$ cat src/rtl/sync_fifo_pkg.sv
// Shared sizing, default thresholds and types for the 24-bit x 16-entry sync FIFO.
package sync_fifo_pkg;
  localparam int DATA_W             = 24;
  localparam int DEPTH              = 16;
  localparam int PTR_W              = $clog2(DEPTH);
  localparam int CNT_W              = PTR_W + 1;
  localparam int ALMST_EMPTY_TH_DEF = 2;
  localparam int ALMST_FULL_TH_DEF  = 14;

  typedef logic [DATA_W-1:0] word_t;
  typedef logic [PTR_W-1:0]  ptr_t;
  typedef logic [CNT_W-1:0]  cnt_t;
endpackage

$ cat src/rtl/sync_fifo_if.sv
// Producer/consumer side of the FIFO: write/read handshake, data and status.
// master = the client driving requests, slave = the FIFO itself.
interface sync_fifo_if;
  import sync_fifo_pkg::*;

  word_t data_in;
  logic  wr_en;
  logic  rd_en;
  word_t data_out;
  cnt_t  data_count;
  logic  empty;
  logic  full;
  logic  almst_empty;
  logic  almst_full;
  logic  err;

  modport master (
    output data_in, wr_en, rd_en,
    input  data_out, data_count, empty, full, almst_empty, almst_full, err
  );

  modport slave (
    input  data_in, wr_en, rd_en,
    output data_out, data_count, empty, full, almst_empty, almst_full, err
  );
endinterface

$ cat src/rtl/fifo_mem.sv
// DEPTH x DATA_W register array with one write port and one registered read port.
// Storage is never cleared; only the read register returns to zero on reset.
module fifo_mem
  import sync_fifo_pkg::*;
(
  input  logic  clk,
  input  logic  reset,
  input  logic  we,
  input  ptr_t  waddr,
  input  word_t wdata,
  input  logic  re,
  input  ptr_t  raddr,
  output word_t rdata
);

  word_t mem [DEPTH];

  // write port: storage has no reset
  always_ff @(posedge clk) begin
    if (we) mem[waddr] <= wdata;
  end

  // registered read port: holds its value when no read is accepted
  always_ff @(posedge clk) begin
    if (reset)   rdata <= '0;
    else if (re) rdata <= mem[raddr];
  end

endmodule

$ cat src/rtl/sync_fifo.sv
// Single-clock FIFO: pointers, occupancy count, flag decode and error report.
// Build option: define FIFO_STICKY_ERR_EN to make err sticky until reset;
// by default err is a one-cycle pulse following each rejected access.
module sync_fifo
  import sync_fifo_pkg::*;
#(
  parameter int ALMST_EMPTY_TH = ALMST_EMPTY_TH_DEF,
  parameter int ALMST_FULL_TH  = ALMST_FULL_TH_DEF
) (
  input  logic        clk,
  input  logic        reset,
  sync_fifo_if.slave  bus
);

  ptr_t wr_ptr;
  ptr_t rd_ptr;
  cnt_t count;
  logic err_q;

  logic is_empty;
  logic is_full;
  logic wr_ok;
  logic rd_ok;
  logic reject;

  assign is_empty = (count == '0);
  assign is_full  = (count == cnt_t'(DEPTH));

  // a full FIFO still takes a write when a read frees a slot in the same cycle
  assign rd_ok  = bus.rd_en & ~is_empty;
  assign wr_ok  = bus.wr_en & (~is_full | bus.rd_en);
  assign reject = (bus.wr_en & is_full & ~bus.rd_en) | (bus.rd_en & is_empty);

  fifo_mem u_mem (
    .clk   (clk),
    .reset (reset),
    .we    (wr_ok & ~reset),
    .waddr (wr_ptr),
    .wdata (bus.data_in),
    .re    (rd_ok),
    .raddr (rd_ptr),
    .rdata (bus.data_out)
  );

  // pointers wrap naturally at DEPTH; count follows accepted accesses only
  always_ff @(posedge clk) begin
    if (reset) begin
      wr_ptr <= '0;
      rd_ptr <= '0;
      count  <= '0;
    end else begin
      if (wr_ok) wr_ptr <= wr_ptr + ptr_t'(1);
      if (rd_ok) rd_ptr <= rd_ptr + ptr_t'(1);
      case ({wr_ok, rd_ok})
        2'b10:   count <= count + cnt_t'(1);
        2'b01:   count <= count - cnt_t'(1);
        default: count <= count;
      endcase
    end
  end

  // error flag: registered report of a rejected access
  always_ff @(posedge clk) begin
    if (reset) begin
      err_q <= 1'b0;
    end else begin
`ifdef FIFO_STICKY_ERR_EN
      err_q <= err_q | reject;
`else
      err_q <= reject;
`endif
    end
  end

  assign bus.data_count  = count;
  assign bus.empty       = is_empty;
  assign bus.full        = is_full;
  assign bus.almst_empty = (count <= cnt_t'(ALMST_EMPTY_TH));
  assign bus.almst_full  = (count >= cnt_t'(ALMST_FULL_TH));
  assign bus.err         = err_q;

endmodule

$ cat src/flat_wrapper.sv
// flat-port wrapper written by rule: the top's interface ports become plain ports
module sync_fifo_flat import sync_fifo_pkg::*;
#(
  parameter int ALMST_EMPTY_TH = ALMST_EMPTY_TH_DEF,
  parameter int ALMST_FULL_TH  = ALMST_FULL_TH_DEF
)
  (clk, reset, bus_data_in, bus_wr_en, bus_rd_en, bus_data_out, bus_data_count, bus_empty, bus_full, bus_almst_empty, bus_almst_full, bus_err);
  sync_fifo_if bus_i ();
  input  logic clk;
  input  logic reset;
  input wire logic [$bits(bus_i.data_in)-1:0] bus_data_in;
  input wire logic [$bits(bus_i.wr_en)-1:0] bus_wr_en;
  input wire logic [$bits(bus_i.rd_en)-1:0] bus_rd_en;
  output wire logic [$bits(bus_i.data_out)-1:0] bus_data_out;
  output wire logic [$bits(bus_i.data_count)-1:0] bus_data_count;
  output wire logic [$bits(bus_i.empty)-1:0] bus_empty;
  output wire logic [$bits(bus_i.full)-1:0] bus_full;
  output wire logic [$bits(bus_i.almst_empty)-1:0] bus_almst_empty;
  output wire logic [$bits(bus_i.almst_full)-1:0] bus_almst_full;
  output wire logic [$bits(bus_i.err)-1:0] bus_err;
  assign bus_i.data_in = bus_data_in;
  assign bus_i.wr_en = bus_wr_en;
  assign bus_i.rd_en = bus_rd_en;
  assign bus_data_out = bus_i.data_out;
  assign bus_data_count = bus_i.data_count;
  assign bus_empty = bus_i.empty;
  assign bus_full = bus_i.full;
  assign bus_almst_empty = bus_i.almst_empty;
  assign bus_almst_full = bus_i.almst_full;
  assign bus_err = bus_i.err;
  sync_fifo #(.ALMST_EMPTY_TH(ALMST_EMPTY_TH), .ALMST_FULL_TH(ALMST_FULL_TH)) u_core (.clk(clk), .reset(reset), .bus(bus_i));
endmodule
$ cat config.mk
export PLATFORM = sky130hd
export DESIGN_NAME = sync_fifo_flat
export DESIGN_NICKNAME = d
export VERILOG_FILES = /design/src/rtl/sync_fifo_pkg.sv /design/src/rtl/sync_fifo_if.sv /design/src/rtl/fifo_mem.sv /design/src/rtl/sync_fifo.sv /design/src/flat_wrapper.sv
export SDC_FILE = /design/constraint.sdc
export NUM_CORES = 1
export LEC_CHECK = 0
export ABC_AREA = 1
export ABC_CLOCK_PERIOD_IN_PS = 4670
export BUFFER_PORTS_ARGS = -buffer_cell sky130_fd_sc_hd__clkbuf_2
export CORE_ASPECT_RATIO = 1.25
export CORE_MARGIN = 2
export CORE_UTILIZATION = 53
export CTS_CLUSTER_DIAMETER = 50
export DETAILED_ROUTE_END_ITERATION = 8
export PLACE_DENSITY = 0.68
export SLEW_MARGIN = 15
export SYNTH_ARGS = -nofsm -noshare
export SYNTH_HDL_FRONTEND = slang
export SYNTH_HIERARCHICAL = 1
export SYNTH_SLANG_ARGS = --single-unit
$ cat constraint.sdc
create_clock -name clk -period 4.67 [get_ports clk]
set_input_delay 0.467 -clock clk [delete_from_list [all_inputs] [get_ports clk]]
set_output_delay 0.467 -clock clk [all_outputs]
set_load 0.03 [all_outputs]
# After elaboration in Yosys (flattened, before gate mapping)
# Memory sizes are Yosys's and may differ from the RTL's. A register that Yosys moved wholly into a read port is not among the register bits.
# Cells that the tools add are included.
[classes]
addsub = 4
order_cmp = 2
n_eq_ne = 3
mux = 3
n_bitwise = 12
n_reduce_logical = 2
[op_table]
columns = ["cell", "count"]
rows = [
  ["$pmux 5 s2", 1],
  ["$add 4x1->4 const B", 2],
  ["$and 1x1->1", 6],
  ["$add 5x1->5 const B", 1],
  ["$eq 5x5->1 const B", 1],
  ["$ge 5x4->1 const B", 1],
  ["$le 5x2->1 const B", 1],
  ["$logic_not 5->1", 1],
  ["$sub 5x1->5 const B", 1],
  ["$not 1->1", 4],
  ["$eq 2x1->1 const B", 1],
  ["$eq 2x2->1 const B", 1],
  ["$mux 1", 2],
  ["$or 1x1->1", 2],
  ["$reduce_bool 2->1", 1],
]
[word_totals]
ff_bits = 14
ramBits = 384
inputBits = 28
memories = 1
[memory_table]
columns = ["memory", "depth", "width", "rd", "rd_ports_with_merged_regs", "wr", "line", "text"]
rows = [
  ["u_core.u_mem.mem", 16, 24, 1, 1, 1, "fifo_mem.sv:16", "word_t mem [DEPTH];"],
]

# Depth between registers and ports, before layout
[depth]
depth_word = 7
ltp_mapped = 18
depth_no_buf = 17

# Cells and area by module
# The synthesis kept the hierarchy.
[by_module_without_submodules]
columns = ["module", "n_inst", "cells_per_inst", "area_per_inst_um2", "seq_area_each_um2"]
rows = [
  ["fifo_mem", 1, 1412, 16274.4, 12011.5],
  ["sync_fifo", 1, 123, 900.9, 280.3],
]

# Worst setup path before layout
# OpenSTA, ideal clock, no wires.
[synth_path]
path_type = "reg-to-reg"
start = "reg u_core.count[0], in the netlist u_core/bus.data_count[0]"
end = "mem u_core/u_mem/mem[12][0] in the netlist's numbering, enable pin"
setup_ns = 0.405
arrival_ns = 2.285
path_slack_ns = 1.981
path_stages_with_launch = 7
path_buffers = 0
synth_period_minus_slack_ns = 2.689
path_cell_list = "dfxtp_1 nor2_2 nand4_2 nand2_4 nor2_1 nand3_1 nor2_1"
[synth_between]
elab_chain_len = 7
[synth_rtl]
columns = ["element", "line", "text"]
rows = [
  ["from (decl)", "sync_fifo.sv:17", "cnt_t count;"],
  ["from (signal assigned)", "sync_fifo.sv:55", "2'b10: count <= count + cnt_t'(1);"],
  ["from (signal assigned)", "sync_fifo.sv:56", "2'b01: count <= count - cnt_t'(1);"],
  ["from (signal assigned)", "sync_fifo.sv:57", "default: count <= count;"],
  ["$eq 5x5->1", "sync_fifo.sv:27", "assign is_full = (count == cnt_t'(DEPTH));"],
  ["$not 1->1", "sync_fifo.sv:31", "assign wr_ok = bus.wr_en & (~is_full | bus.rd_en);"],
  ["$or 1x1->1", "sync_fifo.sv:31", ""],
  ["$and 1x1->1", "sync_fifo.sv:31", ""],
  ["$and 1x1->1", "sync_fifo.sv:37", ".we (wr_ok & ~reset),"],
  ["$mux 1", "fifo_mem.sv:20", "if (we) mem[waddr] <= wdata;"],
  ["$mux 1 (implied by the code)", "fifo_mem.sv:20", ""],
  ["to (decl)", "fifo_mem.sv:16", ""],
]
# Every way passes these cells.

# Worst setup path after layout
[layout_path]
start = "reg u_core.count[4], in the netlist u_core/bus.data_count[4]"
end = "reg u_core.count[4], in the netlist u_core/bus.data_count[4]"
[layout_lines]
columns = ["element", "line", "text"]
rows = [
  ["$logic_not 5->1 (*)", "sync_fifo.sv:26", "assign is_empty = (count == '0);"],
  ["$not 1->1 (*)", "sync_fifo.sv:30", "assign rd_ok = bus.rd_en & ~is_empty;"],
  ["$and 1x1->1 (*)", "sync_fifo.sv:30", ""],
  ["named net u_core.rd_ok", "sync_fifo.sv:23", "logic rd_ok;"],
  ["$eq 2x1->1 / $eq 2x2->1 (equally long branches)", "sync_fifo.sv:54", "case ({wr_ok, rd_ok})"],
  ["$pmux 5 s2 / $reduce_bool 2->1 (equally long branches)", "n/a", ""],
]
# Mark *: on every way through the listed nets, which the timed path passes. The rest lies on a longest branch.
# A chain may end at the register's enable or synchronous reset.

==> results.txt <==
* Number of enable-type register cells in the synthesized netlist: 384
- Die footprint: roughly 0.034 mm2
* Worst EP arrival: 3.23 ns
* Period Utilization, post-route: 60.0%
* Syn Std Cell Area: 0.0172 mm2
* Vias per cell: 5.56
- After synthesis, flip-flops and latches occupy slightly above 70% of the total area.
- The first global-routing pass estimated 62,000 um of wire.
- Clock tree from TritonCTS: built
- Number of H-tree branching levels: 2
* Synthesis-stage register bit count: 422
* Post-CTS Hold Buffers: 0
- sky130_fd_sc_hd__edfxtp_1 takes more of the synthesized area than any other cell.
- Cells after synthesis: around 1,500
* Number of resized instances in the post-cts repair step: 0
* Fin area: 0.0191 mm2
- Net count reported at finish: 1,593
- Initial antenna violation count: 0
- In the post-synthesis netlist, the biggest area contributors are sky130_fd_sc_hd__edfxtp_1 67%, sky130_fd_sc_hd__nand2_1 12%, sky130_fd_sc_hd__nand3_1 9.3%, sky130_fd_sc_hd__dfxtp_1 4.4%, sky130_fd_sc_hd__nor2_1 1.7%.
- Tot GR Track Use: about a quarter
- Setup violations remaining at the end of the flow were counted as 0.
* Number of port buffers: between 60 and 70
- Proportion of netlist area held by the largest area contributor: about two thirds
- CTS saw 422 sinks.
- The detailed router finished its first iteration with ~1,100 violations.
- Final Non-Filler Cells: 2,001
- The first detailed-routing pass ran for 5 iterations.
- Ranked by instance count, the synthesized netlist is headed by 531 x sky130_fd_sc_hd__nand2_1, 384 x sky130_fd_sc_hd__edfxtp_1, 320 x sky130_fd_sc_hd__nand3_1, 76 x sky130_fd_sc_hd__nor2_1, 51 x sky130_fd_sc_hd__buf_2.
- In this run the tightest slew margin relative to its limit is 26.1%.
- Number of warnings issued by yosys: 6
* Kind of end point of the critical path: register
- Async set-reset flop share out of synthesis: 0%
* Placer's final routability congestion estimate: about 0.85
- The total overflow left after global routing is 0.
* Worst Setup Path Type: register to register
- Setup repair after global routing left no endpoint under its margin.
- Dividing total power by cell area gives a power density of 536 mW/mm2.
- In the final layout, the share of cells above drive strength 1 is 10.8%.
- Root buf cell: sky130_fd_sc_hd__clkbuf_16
- For this design the static power due to leakage is 7.18 nW.
- Data required time of the critical path: 5.10 ns
- Layout area overhead: 11.1%
- The later pin in the worst-skew pair is clocked with a latency of 0.54 ns.
* Syn Area/Cell: 11.2 um2
- Outcome: complete, no violations
* Fin Setup TNS: 0 ns
- VDD sags by at most 0.523 mV.
- Across all hold checks on the routed design, the worst slack comes to between 0.2 and 0.3 ns.
- Dominant cell by count in the synthesized netlist: sky130_fd_sc_hd__nand2_1
- Clock buffer count from CTS: 40
- Total wirelength of the detailed-routed design: 41,400 um
- Number of vias after detailed routing: between 10,000 and 15,000
- Counting every net in the synthesized netlist gives 1,568.
- Number of cells after detailed placement: 1,930
- Nature of the critical path startpoint: register
- The floorplan step set the die width to 165 um.
- Across the routed clock network, the largest skew measured is roughly 0.0091 ns.
- The via count of the first global-routing pass came to 10,500.
- Once detail routing completed, the nets flagged for antenna violations numbered 0.
- After clock tree synthesis, the setup repair step added 0 buffers.
* Slew at the pin with the worst max-slew slack: 1.11 ns
- Of all nets on the critical path, the largest fanout is 56.
- Maximum number of pins on one net before global-route repair: between 90 and 100
* Top-Level Pins: 62
- For this run, design rule violations remaining after detail routing come to 0.
* Post-synthesis cell type count: 28
* Dominant synthesized flop cell: sky130_fd_sc_hd__edfxtp_1
- After detailed routing, the average wire length per cell comes to 20.7 um.
- The die is 205 um tall.
- Initial Utilization: 53.9%
- Bufs on Longest Clock Path: 3
* Standard-cell rows: 73
* Final max-slew violation count: 0
- Placed wire-length estimate: approximately 24,000 um
- After clock tree synthesis, the clock-pin slew on the worst setup and hold paths is 0.06 ns.
* Count of maximum capacitance violations: 0
- Count of inserted antenna diode cells: 0
- Hold violation total from the final report: 0
* Max frequency: 357 MHz
- The min-delay analysis places its worst path in the category input pin to register.
- Cell area after placement: 0.0178 mm2
- Post-route minimum period: 2.80 ns
* Core area: 0.0319 mm2
## flip-flops by register name, summed over array words and instances, names as in the netlist
| name | cells |
|---|---|
| u_core/wr_ptr | 4 |
| u_core/u_mem/rdata | 24 |
| u_core/bus.err | 1 |
| u_core/rd_ptr | 4 |
| u_core/bus.data_count | 5 |
| u_core/u_mem/mem | 384 |
## metal layers
| layer | vias to the layer above | part of all wire [%] | GRT usage (%) |
|---|---|---|---|
| met5 | - | 0 | 0 |
| met4 | 0 | 2.9 | 8.54 |
| met3 | 64 | 6.2 | 3.02 |
| met2 | 392 | 50 | 41.3 |
| met1 | 5348 | 41 | 34.1 |
| li1 | 5316 | - | - |
## area by class of cell
| type | instances | area, um2 |
|---|---|---|
| Fill cell | 2509 | 12800 |
| Multi-Input combinational cell | 973 | 4380 |
| Clock buffer | 51 | 1090 |
| Tap cell | 412 | 515 |
| Inverter | 53 | 205 |
| Timing Repair Buffer | 70 | 410 |
| Sequential cell | 422 | 12300 |
| Clock inverter | 20 | 176 |
## through the flow
stage	setup WS [ns]	total power, mW	util, %
2_1_floorplan	1.98	6.35	-
3_3_place_gp	1.98	7.07	55.9
3_5_place_dp	1.94	7.10	55.9
4_1_cts	1.90	10.3	59.9
5_1_grt	1.69	10.7	59.9
6_report	1.87	10.2	59.9
## cells by family (layout without fill, tap and decap cells)
logic type | after synthesis | count (layout) | synth area share, %
AND/OR/NAND/NOR | 946 | 946 | 23.6
buffers and inverters | 140 | 194 | 3.64
flip-flops | 422 | 422 | 71.6
adder cells (fa/ha/maj) | 5 | 5 | 0.364
XOR/XNOR | 5 | 5 | 0.255
AO/OA/AOI/OAI | 17 | 17 | 0.554
## cells in the final DEF (no fill, tap or decap), types with 2 or more instances in the layout
master and count:
sky130_fd_sc_hd__inv_4 2, sky130_fd_sc_hd__clkbuf_1 7, sky130_fd_sc_hd__dfxtp_4 2, sky130_fd_sc_hd__a21oi_1 7, sky130_fd_sc_hd__a21oi_2 2, sky130_fd_sc_hd__nand3_1 320
sky130_fd_sc_hd__clkinv_2 9, sky130_fd_sc_hd__nor2_1 60, sky130_fd_sc_hd__dfxtp_1 35, sky130_fd_sc_hd__nor2_4 19, sky130_fd_sc_hd__buf_4 6, sky130_fd_sc_hd__clkbuf_16 41
sky130_fd_sc_hd__clkinvlp_4 2, sky130_fd_sc_hd__nand2_1 531, sky130_fd_sc_hd__o21ai_1 6, sky130_fd_sc_hd__clkbuf_8 3, sky130_fd_sc_hd__xor2_1 4, sky130_fd_sc_hd__clkbuf_2 61
sky130_fd_sc_hd__bufinv_16 3, sky130_fd_sc_hd__clkinv_1 6, sky130_fd_sc_hd__nand3b_1 3, sky130_fd_sc_hd__nand3_2 5, sky130_fd_sc_hd__ha_1 5, sky130_fd_sc_hd__nand2_4 2
sky130_fd_sc_hd__inv_1 47, sky130_fd_sc_hd__edfxtp_1 384, sky130_fd_sc_hd__inv_2 3, sky130_fd_sc_hd__buf_12 3, sky130_fd_sc_hd__nor2_2 3
## worst max-delay path, cell delays in order (launching register included)
cell                      delay (ns)
sky130_fd_sc_hd__dfxtp_1        0.45
sky130_fd_sc_hd__inv_1          0.13
sky130_fd_sc_hd__nand3_2        0.12
sky130_fd_sc_hd__nand2_4        0.07
sky130_fd_sc_hd__inv_4          0.52
sky130_fd_sc_hd__ha_1           0.46
sky130_fd_sc_hd__nand2_1        0.12
sky130_fd_sc_hd__inv_2          0.10
sky130_fd_sc_hd__nor2_4         0.04
sky130_fd_sc_hd__ha_1           0.18
sky130_fd_sc_hd__inv_1          0.05
sky130_fd_sc_hd__nand2_1        0.09
sky130_fd_sc_hd__nand3_2        0.10
sky130_fd_sc_hd__nand2_1        0.05
sky130_fd_sc_hd__nand2_1        0.05
sky130_fd_sc_hd__nand3_1        0.06
sky130_fd_sc_hd__nand2_1        0.06
sky130_fd_sc_hd__inv_1          0.04
## path summary, 6_finish.rpt
kind	startpoint	endpoint	slack (ns)	depth (start not counted)
setup / recovery	u_core/bus.data_count[4]	u_core/bus.data_count[4]	1.87	17
hold / removal	bus_rd_en	u_core/rd_ptr[0]	0.29	3
setup reg to reg	u_core/bus.data_count[4]	u_core/bus.data_count[4]	1.87	17
hold reg to reg	u_core/u_mem/rdata[16]	u_core/u_mem/rdata[16]	0.55	4
## power breakdown
part | internal (mW) | switching, mW | total (mW)
clock network | 1.82 | 1.34 | 3.17
registers | 4.27 | 0.193 | 4.46
logic | 0.725 | 1.86 | 2.59
(Power assumes the default switching activity.)
